**config.mk**
```make
export PLATFORM = sky130hd
export DESIGN_NAME = fp_rffp_enc_pipe
export DESIGN_NICKNAME = d
export VERILOG_FILES = /design/src/rtl/fp_rffp_enc_pipe.sv
export SDC_FILE = /design/constraint.sdc
export NUM_CORES = 1
export LEC_CHECK = 0
export BUFFER_PORTS_ARGS = -buffer_cell sky130_fd_sc_hd__buf_4
export CORE_ASPECT_RATIO = 0.8
export CORE_MARGIN = 4
export CORE_UTILIZATION = 49
export DETAILED_ROUTE_END_ITERATION = 6
export MAX_ROUTING_LAYER = met4
export PLACE_DENSITY = 0.78
export SKIP_LAST_GASP = 1
export SLEW_MARGIN = 20
export SYNTH_ARGS = -nofsm -noshare
export SYNTH_HDL_FRONTEND = slang
export SYNTH_SLANG_ARGS = --single-unit
```
**constraint.sdc**
```tcl
create_clock -name clk -period 1.8 [get_ports clk]
set_input_delay 0.36 -clock clk [delete_from_list [all_inputs] [get_ports clk]]
set_output_delay 0.36 -clock clk [all_outputs]
set_load 0.005 [all_outputs]
```
**src/rtl/fp_rffp_enc_pipe.sv**
```systemverilog
// FP -> RFFP streaming encoder: two-stage valid/ready pipeline with saturating
// range-loss counters. Stage 1 classifies the exponent, stage 2 packs the word.
module fp_rffp_enc_pipe #(
  parameter int EXP_WIDTH      = 8,
  parameter int MAN_WIDTH      = 7,
  parameter int RFFP_EXP       = 6,
  parameter int RFFP_MAN_WIDTH = 8,
  parameter int EXP_OFFSET     = 76,
  parameter int CNT_WIDTH      = 16
) (
  input  logic                                clk,
  input  logic                                rst_n,
  input  logic                                in_valid,
  output logic                                in_ready,
  input  logic [EXP_WIDTH+MAN_WIDTH:0]        in_fp,
  output logic                                out_valid,
  input  logic                                out_ready,
  output logic [RFFP_EXP+RFFP_MAN_WIDTH:0]    out_rffp,
  output logic                                out_ovf,
  output logic                                out_unf,
  input  logic                                clr_cnt,
  output logic [CNT_WIDTH-1:0]                cnt_total,
  output logic [CNT_WIDTH-1:0]                cnt_ovf,
  output logic [CNT_WIDTH-1:0]                cnt_unf
);

  if (RFFP_MAN_WIDTH != MAN_WIDTH + 1) begin : g_bad_man_width
    $error("fp_rffp_enc_pipe: RFFP_MAN_WIDTH must equal MAN_WIDTH+1");
  end

  localparam int FP_W = 1 + EXP_WIDTH + MAN_WIDTH;

  // Exponent arithmetic is done one bit wider than E so EMAX fits unsigned.
  localparam logic [EXP_WIDTH:0] EMIN   = (EXP_WIDTH+1)'(EXP_OFFSET + 1);
  localparam logic [EXP_WIDTH:0] EMAX   = (EXP_WIDTH+1)'(EXP_OFFSET + 2**RFFP_EXP - 1);
  localparam logic [EXP_WIDTH:0] OFFSET = (EXP_WIDTH+1)'(EXP_OFFSET);

  typedef enum logic [1:0] {
    CLS_UNF  = 2'd0,
    CLS_NORM = 2'd1,
    CLS_OVF  = 2'd2
  } cls_e;

  // Handshake chain: each stage can load when it is empty or its consumer drains it.
  logic s1_valid_q, s2_valid_q;
  logic s1_take, s2_take, out_hs;

  assign s2_take  = !s2_valid_q || out_ready;
  assign s1_take  = !s1_valid_q || s2_take;
  assign in_ready = s1_take;
  assign out_hs   = s2_valid_q && out_ready;

  // Stage 1: classify exponent range and compute e_R.
  logic                 in_sign;
  logic [EXP_WIDTH:0]   in_exp;
  logic [MAN_WIDTH-1:0] in_frac;
  logic [RFFP_EXP-1:0]  s1_exp_d;
  cls_e                 s1_cls_d;

  assign in_sign  = in_fp[FP_W-1];
  assign in_exp   = {1'b0, in_fp[FP_W-2 -: EXP_WIDTH]};
  assign in_frac  = in_fp[MAN_WIDTH-1:0];
  assign s1_exp_d = RFFP_EXP'(in_exp - OFFSET);

  always_comb begin
    s1_cls_d = CLS_NORM;
    if (in_exp < EMIN)      s1_cls_d = CLS_UNF;
    else if (in_exp > EMAX) s1_cls_d = CLS_OVF;
  end

  logic                 s1_sign_q;
  cls_e                 s1_cls_q;
  logic [RFFP_EXP-1:0]  s1_exp_q;
  logic [MAN_WIDTH-1:0] s1_frac_q;

  // NOTE: sequential state uses non-blocking assignments only; the datapath
  // registers are reset too so the output word is a clean zero after reset.
  always_ff @(posedge clk or negedge rst_n) begin
    if (!rst_n) begin
      s1_valid_q <= 1'b0;
      s1_sign_q  <= 1'b0;
      s1_cls_q   <= CLS_UNF;
      s1_exp_q   <= '0;
      s1_frac_q  <= '0;
    end else if (s1_take) begin
      s1_valid_q <= in_valid;
      if (in_valid) begin
        s1_sign_q <= in_sign;
        s1_cls_q  <= s1_cls_d;
        s1_exp_q  <= s1_exp_d;
        s1_frac_q <= in_frac;
      end
    end
  end

  // Stage 2: pack the RFFP word and sideband flags.
  logic [RFFP_EXP+RFFP_MAN_WIDTH:0] word_d;
  logic                             ovf_d, unf_d;

  // NOTE: every output of this block gets a default first, so no latch is inferred.
  always_comb begin
    word_d = {s1_sign_q, {(RFFP_EXP+RFFP_MAN_WIDTH){1'b0}}};
    ovf_d  = 1'b0;
    unf_d  = 1'b0;
    case (s1_cls_q)
      CLS_NORM: word_d = {s1_sign_q, s1_exp_q, 1'b1, s1_frac_q};
      CLS_OVF: begin
        word_d = {s1_sign_q, {(RFFP_EXP+RFFP_MAN_WIDTH){1'b1}}};
        ovf_d  = 1'b1;
      end
      default: unf_d = 1'b1;
    endcase
  end

  logic [RFFP_EXP+RFFP_MAN_WIDTH:0] word_q;
  logic                             ovf_q, unf_q;

  always_ff @(posedge clk or negedge rst_n) begin
    if (!rst_n) begin
      s2_valid_q <= 1'b0;
      word_q     <= '0;
      ovf_q      <= 1'b0;
      unf_q      <= 1'b0;
    end else if (s2_take) begin
      s2_valid_q <= s1_valid_q;
      if (s1_valid_q) begin
        word_q <= word_d;
        ovf_q  <= ovf_d;
        unf_q  <= unf_d;
      end
    end
  end

  assign out_valid = s2_valid_q;
  assign out_rffp  = word_q;
  assign out_ovf   = ovf_q;
  assign out_unf   = unf_q;

  // Profiling counters: count delivered words only; clear wins over a handshake.
  logic [CNT_WIDTH-1:0] total_q, ovf_cnt_q, unf_cnt_q;

  always_ff @(posedge clk or negedge rst_n) begin
    if (!rst_n) begin
      total_q   <= '0;
      ovf_cnt_q <= '0;
      unf_cnt_q <= '0;
    end else if (clr_cnt) begin
      total_q   <= '0;
      ovf_cnt_q <= '0;
      unf_cnt_q <= '0;
    end else if (out_hs) begin
      if (total_q != '1)            total_q   <= total_q + 1'b1;
      if (ovf_q && ovf_cnt_q != '1) ovf_cnt_q <= ovf_cnt_q + 1'b1;
      if (unf_q && unf_cnt_q != '1) unf_cnt_q <= unf_cnt_q + 1'b1;
    end
  end

  assign cnt_total = total_q;
  assign cnt_ovf   = ovf_cnt_q;
  assign cnt_unf   = unf_cnt_q;

endmodule
```
## Yosys cells after proc, flatten, opt, wreduce, memory -nomap -nowiden

Index checks and enable logic that the tools add are counted.

| storage, ports and cells | value |
|---|---|
| bits in registers | 83 |
| input port bits | 21 |

| operators by class | value |
|---|---|
| $add $sub $neg | 4 |
| order comparisons | 2 |
| equal/unequal tests | 5 |
| mux-type cells | 14 |
| reductions and logical operators | 17 |

Operators with widths:

| operator | count |
|---|---|
| 2-to-1 mux 16 bit | 9 |
| adder 16 x 1 -> 16 bit (second input constant) | 3 |
| inequality test 16 bit (second input constant) | 3 |
| case mux 14 bit (2 select lines) | 1 |
| AND reduction 2 bit | 5 |
| greater-than comparator 8 bit (second input constant) | 1 |
| < comparator 8 x 7 -> 1 bit (second input constant) | 1 |
| nonzero test 2 bit | 4 |
| subtractor 6 x 4 -> 6 bit (second input constant) | 1 |
| 2-to-1 mux 2 bit | 2 |
| logical AND 1 bit | 3 |
| equality test 2 x 1 -> 1 bit (second input constant) | 1 |
| equality test 2 bit (second input constant) | 1 |
| logical NOT 1 bit | 2 |
| logical OR 1 bit | 2 |
| 2-to-1 mux 1 bit | 2 |
| OR reduction 2 bit | 1 |

## Logic depth before layout (Yosys ltp)

| depth | value |
|---|---|
| word-level depth | 5 |
| depth in mapped cells | 6 |

## Worst setup path before layout

No wires, ideal clock.

| timing path | value |
|---|---|
| path kind | register to register |
| start | reg total_q[0], in the netlist cnt_total[0] |
| end | reg total_q[13], in the netlist cnt_total[13] |
| setup time | 0.078 ns |
| arrival | 1.903 ns |
| required time | 1.722 ns |
| slack | -0.181 ns |
| cell stages (with the launch flop) | 7 |
| path buffers | 1 |
| clock period less this slack | 1.981 ns |
| cells stage by stage | dfrtp_1 -> ha_1 -> nand4_1 -> clkbuf_1 -> nor4_1 -> or4b_2 -> a21oi_1 |

| on the way | value |
|---|---|
| longest elaborated chain between the ends | 4 |
| elaborated cells on any way between the ends | 7 |
| classes of those cells | add/sub: 1; eq/ne: 1; mux: 3; reduce/logical: 2 |

Ends and longest elaborated chain:

| what | RTL line | RTL |
|---|---|---|
| start: declaration | 140 | `logic [CNT_WIDTH-1:0] total_q, ovf_cnt_q, unf_cnt_q;` |
| start signal: assignment | 152 | `if (total_q != '1) total_q <= total_q + 1'b1;` |
| adder 16 x 1 -> 16 bit | 152 |  |
| 2-to-1 mux 16 bit | 152 |  |
| 2-to-1 mux 16 bit | 151 | `end else if (out_hs) begin` |
| 2-to-1 mux 16 bit | 147 | `end else if (clr_cnt) begin` |

Parallel ways exist; a longest one is shown, timed or not. The select of a mux whose other input is x is not followed.
A chain may end at the register's enable or synchronous reset.

## Worst setup path in the final report

| timing path | value |
|---|---|
| start | reg total_q[0], in the netlist cnt_total[0] |
| end | reg total_q[3], in the netlist cnt_total[3] |

The elaborated chain is that of the path after synthesis.

==> impl_metrics.csv <==
group,metric,value,unit
run_status,status,"finished with violations",
run_status,violations,"setup timing",
clock_tree,cts_tree,"built",
finish,diodes,0,
synth,synth_cell_types,37,
min_path,hold_path.class,"primary input to flip-flop",
timing,fin_ws,-54.73,ps
worst_setup_path,regToRegEndpoint,"cnt_total[3]",
synth,synth_most_common_cell,"dfrtp_1",
finish,fin_area,0.006010,sq mm
worst_setup_path,r2r-start,"cnt_total[0]",
placed_design,place_congestion,0.8827,
global_route,track_usage,23.67,%
floorplanning,core_area,0.008128,sq mm
clock_tree,h-tree-depth,3,
synth,yosys_warnings,0,
worst_setup_path,path_max_fanout,5,
floorplanning,rows,29,
synth,syn_inst,426,
clock_tree,clockRootBuffer,"clkbuf_8",
worst_setup_path,crit_type,"flip-flop to flip-flop",
timing,tightestPinTransition,571.9,ps
synth,synth_edf_count,0,
clock_tree,clock_sinks,83,
routing,wl_per_cell,16.67,microns
timing,period_minus_slack,1855,ps
floorplanning,fp.dieW,111.4,microns
global_route,grt_max_degree,38,
global_route,grt_pass1_wl,19230,microns
synth,seq_area_frac_synth,49.55,%
synth,avgSynthCellArea,9.839,sq um
min_path,holdPathStages,2,
worst_setup_path,cp.required,2030,ps
power,fin_total_pwr,0.004309,W
routing,ant_nets,0,
clock_tree,clk_latency,360,ps
global_route,grt_pass1_vias,3904,
synth,yosys.area.top_type,"dfrtp_1",
worst_setup_path,worstPathArrival,2090,ps
routing,drc,0,
clock_tree,cts_buffer_depth,2,
timing,finClkSkew,8.293,ps
routing,num_vias,4181,
finish,drive_gt1_share,42.69,%
synth,synth.top_cells.by_count,"dfrtp_1 (83), a21oi_1 (54), nand2_1 (39)",
power,p_per_area,717.1,mW/mm^2
timing,period_share,103.0,%
placed_design,place_area,0.005555,sq mm
worst_setup_path,cp-end-kind,"flip-flop",
min_path,min_to,"s1_exp_q[2]",
floorplanning,die-area,0.01011,sq mm
synth,ys_async_sr_fraction,100.0,%
finish,final_nets,632,
floorplanning,pin_count,88,
timing,holdWs,213.9,ps
worst_setup_path,critPathLaunchType,"flip-flop",
timing,setup_violations,14,
worst_setup_path,r2r_slack,-50,ps
timing,report.final.slew_viol_count,0,
synth,netlist_area,0.004192,sq mm
power,irDropWorstVdd,0.5602,mV
job,maxCapViolCount,0,
global_route,grt_antenna_before_repair,0,
placed_design,portBuffers,87,
synth,synth_top_area_share,49.55,%
routing,viasPerCell,5.831,
worst_setup_path,reg2reg_depth,7,
synth,ys_ff_latch,83,
synth,ys.flop_type,"dfrtp_1",
routing,totalWireLength,11950,microns
clock_tree,cts.clk_slew.worst_paths,90,ps
timing,max_freq,539.2,MHz
finish,syn2layout_area_growth,43.37,%
floorplanning,die_y,90.73,microns
min_path,hold_start,"in_fp[9]",
floorplanning,floorplan.initialDensity,51.57,%
timing,hold_violations,0,
routing,drt_first_pass_iters,5,
synth,syn-num-nets,454,
global_route,grt_overflow,0,
power,power_leakage,2.657,nW
placed_design,dpl.hpwl,8521,microns
clock_tree,cts_made_buffers,9,
timing,relSlewSlack,61.87,%
synth,yosys-top-cells-area,"dfrtp_1 (50%), a21oi_1 (6.4%), o31ai_1 (5.7%)",
routing,drt_iter0_drc,292,
timing,rsz0062_at_grt,"yes",
routing by layer:
| metal | GRT usage (%) | up-vias | routed length (microns) |
|---|---|---|---|
| met1 | 31.33 | 2037 | 5244 |
| li1 | - | 1972 | - |
| met3 | 5.961 | 11 | 846 |
| met5 | - | - | 0 |
| met4 | 3.850 | 0 | 94 |
| met2 | 37.80 | 161 | 5765 |
worst max-delay path, stage by stage, from the launching register on:
cell,delay [ps]
dfrtp_1,360
ha_2,200
nand4_1,130
buf_6,170
o41ai_4,460
buf_2,230
or3_1,120
a21oi_1,60
logic make-up (layout without fill, tap and decap cells):
logic type | Yosys count | count (layout) | share of synthesized area (%)
AND/OR/NAND/NOR | 166 | 166 | 22.57
multiplexers | 20 | 20 | 5.313
buffers and inverters | 29 | 212 | 2.686
adder cells (fa/ha/maj) | 7 | 7 | 2.089
XOR/XNOR | 3 | 3 | 0.6270
flip-flops | 83 | 83 | 49.55
AO/OA/AOI/OAI | 118 | 118 | 17.16
power breakdown:
group / internal, W / switching, W / total [W] / leakage (nW)
logic: 0.000404 / 0.000398 / 0.000802 / 1.47
registers: 0.00202 / 0.000106 / 0.00213 / 1.10
clock network: 0.000654 / 0.000724 / 0.00138 / 0.0935
flip-flops by register name (all words and copies together), names as in the netlist:
| signal | cells |
|---|---|
| s1_valid_q | 1 |
| out_ovf | 1 |
| out_valid | 1 |
| out_rffp | 15 |
| s1_cls_q | 2 |
| cnt_ovf | 16 |
| s1_exp_q | 6 |
| out_unf | 1 |
| cnt_total | 16 |
| s1_frac_q | 7 |
| cnt_unf | 16 |
| s1_sign_q | 1 |
per-stage QoR:
step / TNS, ps / util [%] / setup WS (ps) / std cells
finish: -418.9 / 73.94 / -54.73 / 717
global route: -1937 / 73.94 / -150.4 / 717
CTS: -26.50 / 71.60 / -26.50 / 701
detailed placement: -228.4 / 68.35 / -50.70 / 681
global placement: -6.514 / 68.35 / -6.514 / 681
floorplan: -61.99 / - / -31.00 / 426
cell type report:
| type | count | area (sq um) |
|---|---|---|
| multi-input combinational | 314 | 2132 |
| fill | 582 | 2118 |
| sequential | 83 | 2082 |
| timing repair buffer | 187 | 1428 |
| tap | 108 | 135.1 |
| clock buffer | 10 | 127.6 |
| clock inverter | 6 | 71.32 |
| inverter | 9 | 33.78 |
cells in the final DEF, fill, tap and decap left out, types with 2 or more instances in the layout:
| cell type | netlist | routed |
|---|---|---|
| buf_4 | 0 | 181 |
| dfrtp_1 | 83 | 79 |
| a21oi_1 | 54 | 51 |
| nand2_1 | 39 | 39 |
| o31ai_1 | 32 | 32 |
| o21ai_0 | 23 | 21 |
| mux2_2 | 18 | 18 |
| nand4_1 | 16 | 16 |
| or4_1 | 19 | 16 |
| or3_1 | 18 | 15 |
| nor2_1 | 13 | 13 |
| nand3_1 | 16 | 12 |
| inv_1 | 9 | 9 |
| clkbuf_8 | 0 | 9 |
| nand3_2 | 3 | 7 |
| nand2b_1 | 5 | 5 |
| and3_1 | 5 | 5 |
| nor2b_1 | 5 | 5 |
| or2_2 | 6 | 5 |
| nor4_1 | 8 | 4 |
| nor3_1 | 4 | 4 |
| or4_4 | 1 | 4 |
| ha_1 | 7 | 4 |
| dfrtp_2 | 0 | 4 |
| o41ai_1 | 3 | 3 |
| nor4_2 | 1 | 3 |
| or3_4 | 0 | 3 |
| a21oi_2 | 0 | 3 |
| buf_6 | 0 | 3 |
| nand3b_1 | 2 | 2 |
| or4b_2 | 3 | 2 |
| mux2i_1 | 2 | 2 |
| xor2_1 | 2 | 2 |
| nor4_4 | 0 | 2 |
| a211oi_1 | 2 | 2 |
| ha_2 | 0 | 2 |
| clkinvlp_4 | 0 | 2 |
| inv_6 | 0 | 2 |
worst max-delay path by stage:
stage / from / to / cells after the start
after detailed placement: cnt_unf[1] / cnt_unf[0] / 6
after global placement: out_ready / cnt_unf[13] / 5
after global routing: cnt_total[1] / cnt_total[1] / 7
after floorplan: cnt_total[0] / cnt_total[13] / 6
final: cnt_total[0] / cnt_total[3] / 7
after CTS: cnt_total[9] / cnt_total[1] / 6
timing repair:
| action | CTS | global route |
|---|---|---|
| hold buffers | 1 | 0 |
| buffers inserted | 3 | 15 |
| gates resized for setup | 8 | 20 |
| hold endpoints to repair | 34 | 0 |
| gates cloned | 0 | 1 |
| pin swaps | 1 | 20 |
| setup endpoints to repair | 14 | 29 |
Note: power is estimated with default switching activity, not from simulation.
